$ cat config.mk
export PLATFORM = sky130hd
export DESIGN_NAME = axis_rr_arbiter
export DESIGN_NICKNAME = d
export VERILOG_FILES = /design/src/rtl/axis_rr_arbiter.sv
export SDC_FILE = /design/constraint.sdc
export NUM_CORES = 1
export LEC_CHECK = 0
export CORE_MARGIN = 1.5
export CORE_UTILIZATION = 36
export CTS_BUF_LIST = sky130_fd_sc_hd__clkbuf_4 sky130_fd_sc_hd__clkbuf_8
export DETAILED_ROUTE_END_ITERATION = 12
export MAX_ROUTING_LAYER = met4
export PLACE_DENSITY = 0.87
export SLEW_MARGIN = 30
export SYNTH_ARGS = -nofsm -noshare
export SYNTH_HDL_FRONTEND = slang
export SYNTH_SLANG_ARGS = --single-unit
$ cat constraint.sdc
create_clock -name clk -period 3.9 [get_ports clk]
set_input_delay 0.585 -clock clk [delete_from_list [all_inputs] [get_ports clk]]
set_output_delay 0.585 -clock clk [all_outputs]
set_load 0.1 [all_outputs]
$ cat src/rtl/axis_rr_arbiter.sv
// Round-robin AXI-Stream packet arbiter: NUM_PORTS masters share one downstream port.
// Optional stall watchdog enabled by defining AXIS_ARB_TIMEOUT_EN.
module axis_rr_arbiter #(
    parameter int unsigned NUM_PORTS = 4,
    parameter int unsigned DATA_W    = 8,
    parameter int unsigned TIMEOUT   = 16
) (
    input  logic                        clk,
    input  logic                        resetn,
    input  logic [NUM_PORTS-1:0]        s_tvalid,
    input  logic [NUM_PORTS*DATA_W-1:0] s_tdata,
    input  logic [NUM_PORTS-1:0]        s_tlast,
    output logic [NUM_PORTS-1:0]        s_tready,
    output logic                        m_tvalid,
    output logic [DATA_W-1:0]           m_tdata,
    output logic                        m_tlast,
    input  logic                        m_tready,
    output logic [NUM_PORTS-1:0]        grant,
    output logic                        timeout
);

    localparam int unsigned IdxW = (NUM_PORTS > 1) ? $clog2(NUM_PORTS) : 1;

    if (NUM_PORTS < 2 || NUM_PORTS > 8 || TIMEOUT < 1) begin : gen_bad_param
        $error("axis_rr_arbiter: NUM_PORTS must be 2..8 and TIMEOUT at least 1");
    end

    typedef enum logic [0:0] {StIdle, StXfer} state_e;

    state_e              state_q, state_d;
    logic [NUM_PORTS-1:0] grant_q, grant_d;
    logic [IdxW-1:0]     owner_q, owner_d;
    logic [IdxW-1:0]     last_q, last_d;
    logic                pick_valid;
    logic [IdxW-1:0]     pick_idx;
    logic                beat;
    logic                done;
    logic                expire;

    // First requester at or after last_winner+1, wrapping.
    always_comb begin
        int unsigned idx;
        idx        = 0;
        pick_valid = 1'b0;
        pick_idx   = '0;
        for (int unsigned k = 1; k <= NUM_PORTS; k++) begin
            idx = (32'(last_q) + k) % NUM_PORTS;
            if (!pick_valid && s_tvalid[idx]) begin
                pick_valid = 1'b1;
                pick_idx   = IdxW'(idx);
            end
        end
    end

    always_comb begin
        m_tvalid = 1'b0;
        m_tdata  = '0;
        m_tlast  = 1'b0;
        s_tready = '0;
        if (state_q == StXfer) begin
            m_tvalid = s_tvalid[owner_q];
            m_tdata  = s_tdata[32'(owner_q) * DATA_W +: DATA_W];
            m_tlast  = s_tlast[owner_q];
            s_tready = grant_q & {NUM_PORTS{m_tready}};
        end
    end

    assign beat = m_tvalid && m_tready;

`ifdef AXIS_ARB_TIMEOUT_EN
    localparam int unsigned CntW = $clog2(TIMEOUT + 1);

    logic [CntW-1:0] stall_q, stall_d;
    logic            timeout_q;

    assign expire = (state_q == StXfer) && !beat && (stall_q == CntW'(TIMEOUT - 1));

    always_comb begin
        stall_d = '0;
        if (state_q == StXfer && !beat && !expire) begin
            stall_d = stall_q + 1'b1;
        end
    end

    always_ff @(posedge clk or negedge resetn) begin
        if (!resetn) begin
            stall_q   <= '0;
            timeout_q <= 1'b0;
        end else begin
            stall_q   <= stall_d;
            timeout_q <= expire;
        end
    end

    assign timeout = timeout_q;
`else
    assign expire  = 1'b0;
    assign timeout = 1'b0;
`endif

    always_comb begin
        state_d = state_q;
        grant_d = grant_q;
        owner_d = owner_q;
        last_d  = last_q;
        done    = 1'b0;
        unique case (state_q)
            StIdle: begin
                if (pick_valid) begin
                    grant_d = NUM_PORTS'(1) << pick_idx;
                    owner_d = pick_idx;
                    state_d = StXfer;
                end
            end
            StXfer: begin
                done = (beat && m_tlast) || expire;
                if (done) begin
                    grant_d = '0;
                    last_d  = owner_q;
                    state_d = StIdle;
                end
            end
            default: state_d = StIdle;
        endcase
    end

    always_ff @(posedge clk or negedge resetn) begin
        if (!resetn) begin
            state_q <= StIdle;
            grant_q <= '0;
            owner_q <= '0;
            last_q  <= IdxW'(NUM_PORTS - 1);
        end else begin
            state_q <= state_d;
            grant_q <= grant_d;
            owner_q <= owner_d;
            last_q  <= last_d;
        end
    end

    assign grant = grant_q;

endmodule

== Yosys cells after proc, flatten, opt, wreduce, memory -nomap -nowiden ==
Cells that the tools add are included.

* $add $sub $neg: 4
* Multipliers: 0
* Div/mod/pow operators: 0
* Magnitude comparators: 5
* Equality and inequality tests: 2
* Shift-type cells: 2
* Muxes and demuxes: 30
* Bitwise gates (word level): 2
* Reductions and logical operators: 11

{| class="wikitable"
|+ Operators by type and width
! operator !! number
|-
| $shiftx A32 B6 Y8 || 1
|-
| $lt A2 B3 Y1 const B || 5
|-
| $mux W1 || 14
|-
| $bmux W1 S2 || 6
|-
| $mux W4 || 3
|-
| $mux W2 || 4
|-
| $mux W8 || 1
|-
| $pmux W4 S2 || 1
|-
| $reduce_and A2 Y1 || 3
|-
| $logic_and A1 B1 Y1 || 5
|-
| $add A2 B1 Y2 const B || 2
|-
| $add A2 B2 Y2 const B || 2
|-
| $and A4 B4 Y4 || 1
|-
| $shl A1 B2 Y4 const A || 1
|-
| $logic_not A1 Y1 || 3
|-
| $ne A2 B1 Y1 const B || 1
|-
| $ne A2 B2 Y1 const B || 1
|-
| $pmux W1 S2 || 1
|-
| $not A1 Y1 || 1
|}

* Bits in registers: 9
* Latch bits: 0
* Bits in writable memories: 0
* Memory bits (read-only): 0
* Output and inout port bits: 19
* Memories: 0

== Longest topological paths before layout ==
Gate-level depths: netlist (run 1).

* Word-level depth: 16
* Mapped depth: 4

== Worst setup path after synthesis (run 1) ==
Ideal clock, no wire load.

* Path kind: flip-flop to output port
* Start point: reg grant_q[0] (netlist: grant[0])
* End point: out s_tready[0]
* Arrival time: 1.818 ns
* Slack: 1.497 ns
* Stages on the path, launching flop included: 2
* Buffers on the path: 0
* Path through: dfrtp_1 -> and3_1

* Cells in the longest elaborated chain, start to end: 2

{| class="wikitable"
|+ RTL lines
! item !! line !! RTL
|-
| from (decl) || 31 || <nowiki>logic [NUM_PORTS-1:0] grant_q, grant_d;</nowiki>
|-
| from (signal assigned) || 135 || <nowiki>grant_q <= grant_d;</nowiki>
|-
| $and A4 B4 Y4 || 64 || <nowiki>s_tready = grant_q & {NUM_PORTS{m_tready}};</nowiki>
|-
| $mux W4 || 60 || <nowiki>if (state_q == StXfer) begin</nowiki>
|-
| to (decl) || 13 || <nowiki>output logic [NUM_PORTS-1:0] s_tready,</nowiki>
|}

Every way passes these cells.

== Worst setup path in the final report (run 1) ==
* Start point: in s_tvalid[3]
* End point: out m_tvalid

* Cells in the longest elaborated chain, start to end: 3

{| class="wikitable"
|+ RTL lines
! item !! line !! RTL
|-
| from (decl) || 10 || <nowiki>input logic [NUM_PORTS-1:0] s_tvalid,</nowiki>
|-
| $bmux W1 S2 || 61 || <nowiki>m_tvalid = s_tvalid[owner_q];</nowiki>
|-
| $mux W1 (not written as such) || 61 ||
|-
| $mux W1 || 60 ||
|-
| to (decl) || 14 || <nowiki>output logic m_tvalid,</nowiki>
|}

Every way passes these cells. The select of a mux whose other input is x is not followed.

==> results of run 1 <==
-- metal layers --
metal	part of all wire, %	up-vias	wire length, microns	GRT usage (%)
met2	49	39	1165	36.00
li1	-	374	-	-
met3	8.1	2	192	5.455
met5	0	-	0	-
met4	0.80	0	19	6.944
met1	42	361	990	24.85
-- final cells by class --
type	instances	area share, %
Tap cell	27	2.424
Multi-Input combinational cell	53	38.51
Sequential cell	9	16.34
Timing Repair Buffer	60	40.57
Clock buffer	4	2.154
-- registers in the layout, indices dropped and copies added (netlist names) --
| name | cells |
|---|---|
| last_q | 2 |
| owner_q | 2 |
| state_q | 1 |
| grant | 4 |
-- kinds of logic after synthesis --
group           after synthesis  share of synthesized area (%)
other cells                   1                         0.4780
buf+inv                       4                          2.551
mux                          13                          32.86
compound gates               13                          12.44
flops                         9                          29.03
simple gates                 26                          22.65
-- worst max-delay path by stage --
stage / start / endpoint / slack (ns) / depth (start not counted)
2_1_floorplan: grant[0] / s_tready[0] / 1.50 / 1
3_3_place_gp: s_tvalid[3] / m_tvalid / 1.33 / 4
3_5_place_dp: s_tvalid[3] / m_tvalid / 1.30 / 4
4_1_cts: owner_q[0] / m_tlast / 1.28 / 3
5_1_grt: owner_q[0] / m_tlast / 1.18 / 3
6_report: s_tvalid[3] / m_tvalid / 1.30 / 4
-- synthesized netlist by cell type, types with 2 or more instances --
| library cell | n |
|---|---|
| and2_1 | 10 |
| mux4_2 | 10 |
| dfrtp_1 | 7 |
| a22o_1 | 4 |
| and3_1 | 4 |
| nand2b_1 | 3 |
| a21o_1 | 2 |
| dfstp_2 | 2 |
| mux2_1 | 2 |
| nor2_1 | 2 |
| o21a_1 | 2 |
-- per-stage QoR --
stage	setup WS [ns]	cells	hold slack, ns	instance area (sq um)	util [%]
final	1.302	153	0.5358	1394	69.63
after global routing	1.183	153	0.5506	1394	69.63
after CTS	1.279	153	0.5372	1394	69.63
after detailed placement	1.299	149	0.5204	1364	68.13
after global placement	1.334	149	0.5156	1364	68.13
after floorplan	1.497	66	0.2894	784.5	-
==> impl_metrics.py, run 1 <==
metrics = {
    "status": {
        "status": "completed",
    },
    "timing": {
        "finalHoldViolCount": 0,
        "tns_ns": 0,
        "skew_ns": 0.005812,
        "tightest_slew_ns": 0.9940,
        "min_period_ns": 2.598,
        "slew_headroom_pct": 33.52,
        "fmax_mhz": 384.9,
        "fin_crit_sh_pct": 66.62,
        "setup_viol": 0,
        "grt_setup_unrepaired": "no",
        "report.final.slew_viol_count": 0,
    },
    "setup_path": {
        "cp-end-kind": "output port",
        "rr_worst_depth": 3,
        "worstPathArrival_ns": 2.01,
        "r2r-end": "last_q[0]",
        "worstSetupPathType": "in -> out",
        "worstPathCellList": "clkdlybuf4s50_1, mux4_2, and2_1, buf_4",
        "r2r_setup_slack_ns": 2.00,
        "critical_path.n_buffers_inverters": 2,
        "worst_path_max_delay_cell": "mux4_2",
        "start_kind": "primary input",
        "crit_family": "buffers and inverters",
        "crit_required_ns": 3.31,
        "r2r-start": "owner_q[0]",
        "cpPeakStageDelay_ns": 0.53,
        "path_max_fanout": 6,
    },
    "finish": {
        "drive_gt1_share_pct": 26.98,
        "regArea_sq_um": 227.7,
        "final_cell_mix": "clkdlybuf4s50_1 (46), buf_4 (14), mux4_2 (10), and2_1 (10), dfrtp_1 (7)",
        "fin_nets": 170,
        "fillers": 141,
        "antenna_cells": 0,
        "multi_input_area_sq_um": 536.8,
        "area_growth_pct": 77.67,
        "mostFrequentLayoutCell": "clkdlybuf4s50_1",
    },
    "cts": {
        "cts.path.max_buffers": 2,
        "cts_tree": "built",
        "hold_buffers": 0,
        "clk_latency_ns": 0.26,
        "cts.clk_slew.worst_paths_ns": 0.06,
        "htree_levels": 1,
        "cts_resized": 0,
        "cts.sinks": 9,
        "post-cts-setup-buffer-count": 0,
        "cts-root-buf": "clkbuf_4",
        "cts_buffers": 3,
    },
    "logic_synthesis": {
        "synth_warnings": 0,
        "ys_types": 29,
        "synth-seq-area-share_pct": 29.03,
        "ys.flop_type": "dfrtp_1",
        "netlist_area_sq_um": 784.5,
        "synth_area_per_cell_sq_um": 11.89,
        "synth_top_area_cell": "mux4_2",
        "synth_top_area_share_pct": 28.71,
        "syn_nets": 109,
        "synth_edf_count": 0,
        "netlist_instances": 66,
        "async_flop_share_pct": 100.0,
        "ys_ff_latch": 9,
        "synthTopCellsByArea": "mux4_2 (29%), dfrtp_1 (22%), and2_1 (8.0%), dfstp_2 (6.7%), a22o_1 (4.5%)",
    },
    "detailed_routing": {
        "dr_total_vias": 776,
        "first_pass_iters": 4,
        "wl_per_cell_microns": 15.47,
        "drc": 0,
        "wl_mm": 2.367,
        "drt_iter0_markers": 7,
        "vias_per_cell": 5.072,
        "postRouteAntennaNets": 0,
    },
    "placement": {
        "io_buffers": 60,
        "place_hpwl_mm": 2.021,
        "gp_congestion": 0.8205,
    },
    "floorplan": {
        "die_x_microns": 49.68,
        "die_area_sq_um": 2468,
        "rows": 16,
        "ios": 62,
        "die_h_microns": 49.68,
        "start_util_pct": 39.19,
        "fp.coreArea_sq_um": 2002,
    },
    "min_path": {
        "min_path_cells": 1,
        "hold_path.startpoint": "grant[0]",
        "hold_path_end": "grant[0]",
        "hold_path.class": "reg -> reg",
    },
    "global_route": {
        "grt_pass1_vias": 791,
        "grt_pass1_wl_mm": 3.877,
        "grt_max_degree": 18,
        "grtUsageTotal_pct": 21.37,
        "grt_antenna_before_repair": 0,
        "grt_overflow": 0,
    },
    "run": {
        "max-cap-violations": 0,
    },
}
Power of run 1 is not shown: default switching activity piles up to over one toggle a cycle in this logic, so the estimate is an artifact.
==> inputs of run 2 (changes only) <==
--- a/config.mk
+++ b/config.mk
@@ -6,11 +6,11 @@
 export NUM_CORES = 1
 export LEC_CHECK = 0
 export CORE_MARGIN = 1.5
-export CORE_UTILIZATION = 36
+export CORE_UTILIZATION = 34
 export CTS_BUF_LIST = sky130_fd_sc_hd__clkbuf_4 sky130_fd_sc_hd__clkbuf_8
 export DETAILED_ROUTE_END_ITERATION = 12
 export MAX_ROUTING_LAYER = met4
-export PLACE_DENSITY = 0.87
+export PLACE_DENSITY = 0.82
 export SLEW_MARGIN = 30
 export SYNTH_ARGS = -nofsm -noshare
 export SYNTH_HDL_FRONTEND = slang
==> constraint.sdc (replaced) <==
create_clock -name clk -period 2.6 [get_ports clk]
set_input_delay 0.39 -clock clk [delete_from_list [all_inputs] [get_ports clk]]
set_output_delay 0.39 -clock clk [all_outputs]
set_load 0.1 [all_outputs]
==> run 2 against run 1 <==
Against the previous run: first-iteration DRC count is 140% higher; highest routed layer unchanged; flip-flop and latch count unchanged; register-to-register slack worse by 1.3 ns; via count up 6.2%; critical path depth is 1 lower.
==> impl_metrics.py, run 2 (synthesis gave the netlist of run 1 again) <==
metrics = {
    "status": {
        "status": "completed",
    },
    "setup_path": {
        "crit_required_ns": 2.21,
        "start_kind": "flop",
        "worstPathArrival_ns": 1.96,
        "cp-endpoint": "m_tlast",
        "r2r_setup_slack_ns": 0.70,
        "worstSetupPathType": "reg -> out",
        "r2r-start": "owner_q[0]",
        "cpPeakStageDelay_ns": 0.73,
        "path_max_fanout": 12,
        "r2r-end": "last_q[0]",
        "cp-end-kind": "output port",
        "crit_start": "owner_q[0]",
        "worstPathCellList": "mux4_2, and2_1, buf_12",
        "rr_worst_depth": 3,
        "worst-path-stages": 3,
        "critical_path.n_buffers_inverters": 1,
        "worst_path_max_delay_cell": "dfrtp_1",
        "crit_family": "flip-flops",
    },
    "finish": {
        "drive_gt1_share_pct": 30.16,
        "antenna_cells": 0,
        "post_layout_nonfiller_instances": 154,
        "largest_register_ffs": 4,
        "area_growth_pct": 98.56,
        "fin_nets": 170,
        "mostFrequentLayoutCell": "clkdlybuf4s50_1",
        "final_cell_mix": "clkdlybuf4s50_1 (42), buf_12 (14), mux4_2 (10), and2_1 (10), dfrtp_1 (7)",
    },
    "cts": {
        "cts_buffers": 3,
        "cts.sinks": 9,
        "hold_buffers": 0,
        "cts.clk_slew.worst_paths_ns": 0.06,
        "cts_tree": "built",
        "cts.path.max_buffers": 2,
        "htree_levels": 1,
        "post-cts-setup-buffer-count": 0,
        "clk_latency_ns": 0.25,
        "cts_resized": 0,
        "cts-root-buf": "clkbuf_4",
    },
    "run": {
        "max-cap-violations": 0,
    },
    "detailed_routing": {
        "drt_iter0_markers": 17,
        "wl_mm": 2.472,
        "postRouteAntennaNets": 0,
        "vias_per_cell": 5.351,
        "dr_total_vias": 824,
        "drc": 0,
        "first_pass_iters": 4,
        "wl_per_cell_microns": 16.05,
    },
    "floorplan": {
        "rows": 17,
        "die_area_sq_um": 2605,
        "die_x_microns": 51.04,
        "ios": 62,
        "die_h_microns": 51.04,
        "start_util_pct": 35.81,
        "fp.coreArea_sq_um": 2191,
    },
    "timing": {
        "grt_setup_unrepaired": "no",
        "min_period_ns": 2.352,
        "fmax_mhz": 425.1,
        "finalHoldViolCount": 0,
        "tns_ns": 0,
        "report.final.slew_viol_count": 0,
        "skew_ns": 0.01032,
        "fin_crit_sh_pct": 90.48,
        "setup_viol": 0,
        "slew_headroom_pct": 60.07,
        "tightest_slew_ns": 0.5989,
    },
    "global_route": {
        "grt_pass1_wl_mm": 3.995,
        "grt_overflow": 0,
        "grt_pass1_vias": 807,
        "grt_max_degree": 18,
        "grt_antenna_before_repair": 0,
        "grtUsageTotal_pct": 20.59,
    },
    "placement": {
        "dp_cells": 150,
        "gp_congestion": 0.8175,
        "place_hpwl_mm": 2.070,
        "io_buffers": 60,
    },
    "min_path": {
        "hold_path.class": "in -> async",
    },
}
## run 2: worst min path at each step
stage / to / slack, ns / depth (start not counted)
2_1_floorplan: grant[0] / 0.09 / 0
3_3_place_gp: grant[0] / 0.51 / 1
3_5_place_dp: grant[3] / 0.51 / 1
4_1_cts: grant[1] / 0.42 / 1
5_1_grt: grant[1] / 0.44 / 1
6_report: grant[1] / 0.42 / 1
## run 2: final cells by class
class	count	area, sq um
well taps	28	35.03
multi-input cells	53	536.8
clock buffers	3	22.52
repair buffers	60	730.7
fillers	156	633.1
clock inverters	1	5.005
flip-flops and latches	9	227.7
## run 2: worst reg2reg max path, stage by stage, from the launching register on
cell and delay, ns:
dfrtp_1 0.73, mux4_2 0.61, nand4_2 0.15, mux2_1 0.34
## run 2: per-layer routing
layer | track usage [%] | vias to the layer above | wire length [microns]
met5 | - | - | 0
met4 | 4.955 | 0 | 26
met3 | 5.263 | 2 | 245
met2 | 34.42 | 43 | 1138
met1 | 24.95 | 401 | 1062
li1 | - | 378 | -
## run 2: stage by stage
stage / instance area [sq um] / hold slack, ns / setup WS, ns / utilization (%)
finish: 1558 / 0.4236 / 0.2476 / 71.10
global route: 1558 / 0.4376 / 0.1099 / 71.10
CTS: 1558 / 0.4241 / 0.2008 / 71.10
detailed placement: 1530 / 0.5085 / 0.4305 / 69.85
global placement: 1530 / 0.5127 / 0.4514 / 69.85
floorplan: 784.5 / 0.09441 / 0.3917 / -
Power of run 2 is left out for the same reason.
==> inputs of run 3 (changes only) <==
--- a/config.mk
+++ b/config.mk
@@ -5,7 +5,7 @@
 export SDC_FILE = /design/constraint.sdc
 export NUM_CORES = 1
 export LEC_CHECK = 0
-export CORE_MARGIN = 1.5
+export CORE_MARGIN = 3
 export CORE_UTILIZATION = 34
 export CTS_BUF_LIST = sky130_fd_sc_hd__clkbuf_4 sky130_fd_sc_hd__clkbuf_8
 export DETAILED_ROUTE_END_ITERATION = 12
==> run 3 against run 2 <==
Against the previous run: flip-flop and latch count unchanged; final area about the same; clock skew down 0.0016 ns; clock-buffer cell count is 1 higher; non-clock buffer count stayed put; register-to-register slack is essentially flat; die area rose by 12%; wire length is 12% higher; worst hold slack worse by 0.010 ns; critical path depth unchanged; first-iteration DRC count down 65%; global-route usage down 0.29 points.
==> impl_metrics.py, run 3 (synthesis gave the netlist of run 1 again) <==
metrics = {
    "status": {
        "status": "completed",
    },
    "cts": {
        "cts_tree": "built",
        "cts_resized": 0,
        "clk_latency_ns": 0.26,
        "cts.sinks": 9,
        "cts_buffers": 3,
        "cts-root-buf": "clkbuf_4",
        "cts.clk_slew.worst_paths_ns": 0.06,
        "post-cts-setup-buffer-count": 0,
        "htree_levels": 1,
        "hold_buffers": 0,
        "cts.path.max_buffers": 2,
    },
    "setup_path": {
        "path_max_fanout": 12,
        "crit_required_ns": 2.21,
        "cp-end-kind": "output port",
        "start_kind": "flop",
        "worstSetupPathType": "reg -> out",
        "worstPathArrival_ns": 1.98,
    },
    "global_route": {
        "grt_pass1_wl_mm": 4.050,
        "gr-max-usage-layer": "met2",
        "grt_overflow": 0,
        "grt_antenna_before_repair": 0,
        "grt_use_met2_pct": 34.88,
        "met1_usage_pct": 22.88,
        "gr-usage-met3_pct": 7.202,
        "grt_max_degree": 18,
        "grtUsageTotal_pct": 20.30,
        "grt_pass1_vias": 818,
    },
    "placement": {
        "place_hpwl_mm": 2.273,
        "dp_cells": 149,
        "gp_congestion": 0.8615,
        "dpl_cell_area_sq_um": 1529,
        "io_buffers": 60,
        "place_ws_ns": 0.4301,
    },
    "finish": {
        "area_growth_pct": 98.72,
        "mostFrequentLayoutCell": "clkdlybuf4s50_1",
        "fillers": 133,
        "drive_gt1_share_pct": 30.16,
        "post_layout_nonfiller_instances": 153,
        "final_area_sq_um": 1559,
        "final_cell_mix": "clkdlybuf4s50_1 (42), buf_12 (14), mux4_2 (10), and2_1 (10), dfrtp_1 (7)",
        "largest_register_ffs": 4,
        "fin_nets": 170,
        "antenna_cells": 0,
    },
    "timing": {
        "skew_ns": 0.008670,
        "slew_headroom_pct": 59.57,
        "min_period_ns": 2.373,
        "report.final.slew_viol_count": 0,
        "finalHoldViolCount": 0,
        "tightest_slew_ns": 0.6065,
        "tns_ns": 0,
        "grt_setup_unrepaired": "no",
        "fmax_mhz": 421.5,
        "fin_crit_sh_pct": 91.26,
        "setup_slack_ns": 0.2273,
        "setup_viol": 0,
    },
    "floorplan": {
        "die_x_microns": 54.04,
        "ios": 62,
        "start_util_pct": 38.05,
        "fp.coreArea_sq_um": 2062,
        "die_area_sq_um": 2920,
        "die_h_microns": 54.04,
        "rows": 16,
    },
    "detailed_routing": {
        "drc": 0,
        "dr_total_vias": 806,
        "postRouteAntennaNets": 0,
        "drt_iter0_markers": 6,
        "vias_per_cell": 5.268,
        "wl_mm": 2.767,
        "wl_per_cell_microns": 18.08,
        "first_pass_iters": 4,
    },
    "min_path": {
        "hold_path.class": "in -> async",
    },
    "run": {
        "max-cap-violations": 0,
    },
}
-- run 3: cell count changes in the layout (fill, tap and decap cells not counted) --
cell,delta
clkinv_2,-1
clkbuf_4,+1
-- run 3: path summary, 6_finish.rpt --
| kind | from | endpoint | slack [ns] | depth (start not counted) |
|---|---|---|---|---|
| worst min-delay path | resetn | grant[1] | 0.41 | 1 |
| worst min register to register | grant[0] | grant[0] | 0.53 | 1 |
| worst max register to register | owner_q[0] | last_q[0] | 0.69 | 3 |
| min in group clk | grant[0] | grant[0] | 0.53 | 1 |
| max in group asynchronous | resetn | last_q[1] | 1.86 | 1 |
| worst max-delay path | owner_q[0] | m_tlast | 0.23 | 3 |
-- run 3: cell type report --
class | count | area, sq um | share of cell area [%]
Sequential cell | 9 | 227.7 | 14.61
Timing Repair Buffer | 60 | 730.7 | 46.87
Multi-Input combinational cell | 53 | 536.8 | 34.43
Clock buffer | 4 | 30.03 | 1.926
Tap cell | 27 | 33.78 | 2.167
-- run 3: metal layers --
metal | up-vias | share of wire, %
met5 | - | 0
met4 | 0 | 0
met3 | 0 | 13
met2 | 49 | 49
met1 | 382 | 38
li1 | 375 | -
-- run 3: critical path: stages, from the launching register on --
cell	delay, ns
dfrtp_1	0.73
mux4_2	0.61
and2_1	0.21
buf_12	0.17
-- run 3: per-stage QoR --
stage	utilization [%]	hold WS [ns]
after floorplan	-	0.09441
after global placement	74.15	0.5165
after detailed placement	74.15	0.5204
after CTS	75.61	0.4165
after global routing	75.61	0.4234
final	75.61	0.4136
Power of run 3 is left out for the same reason.
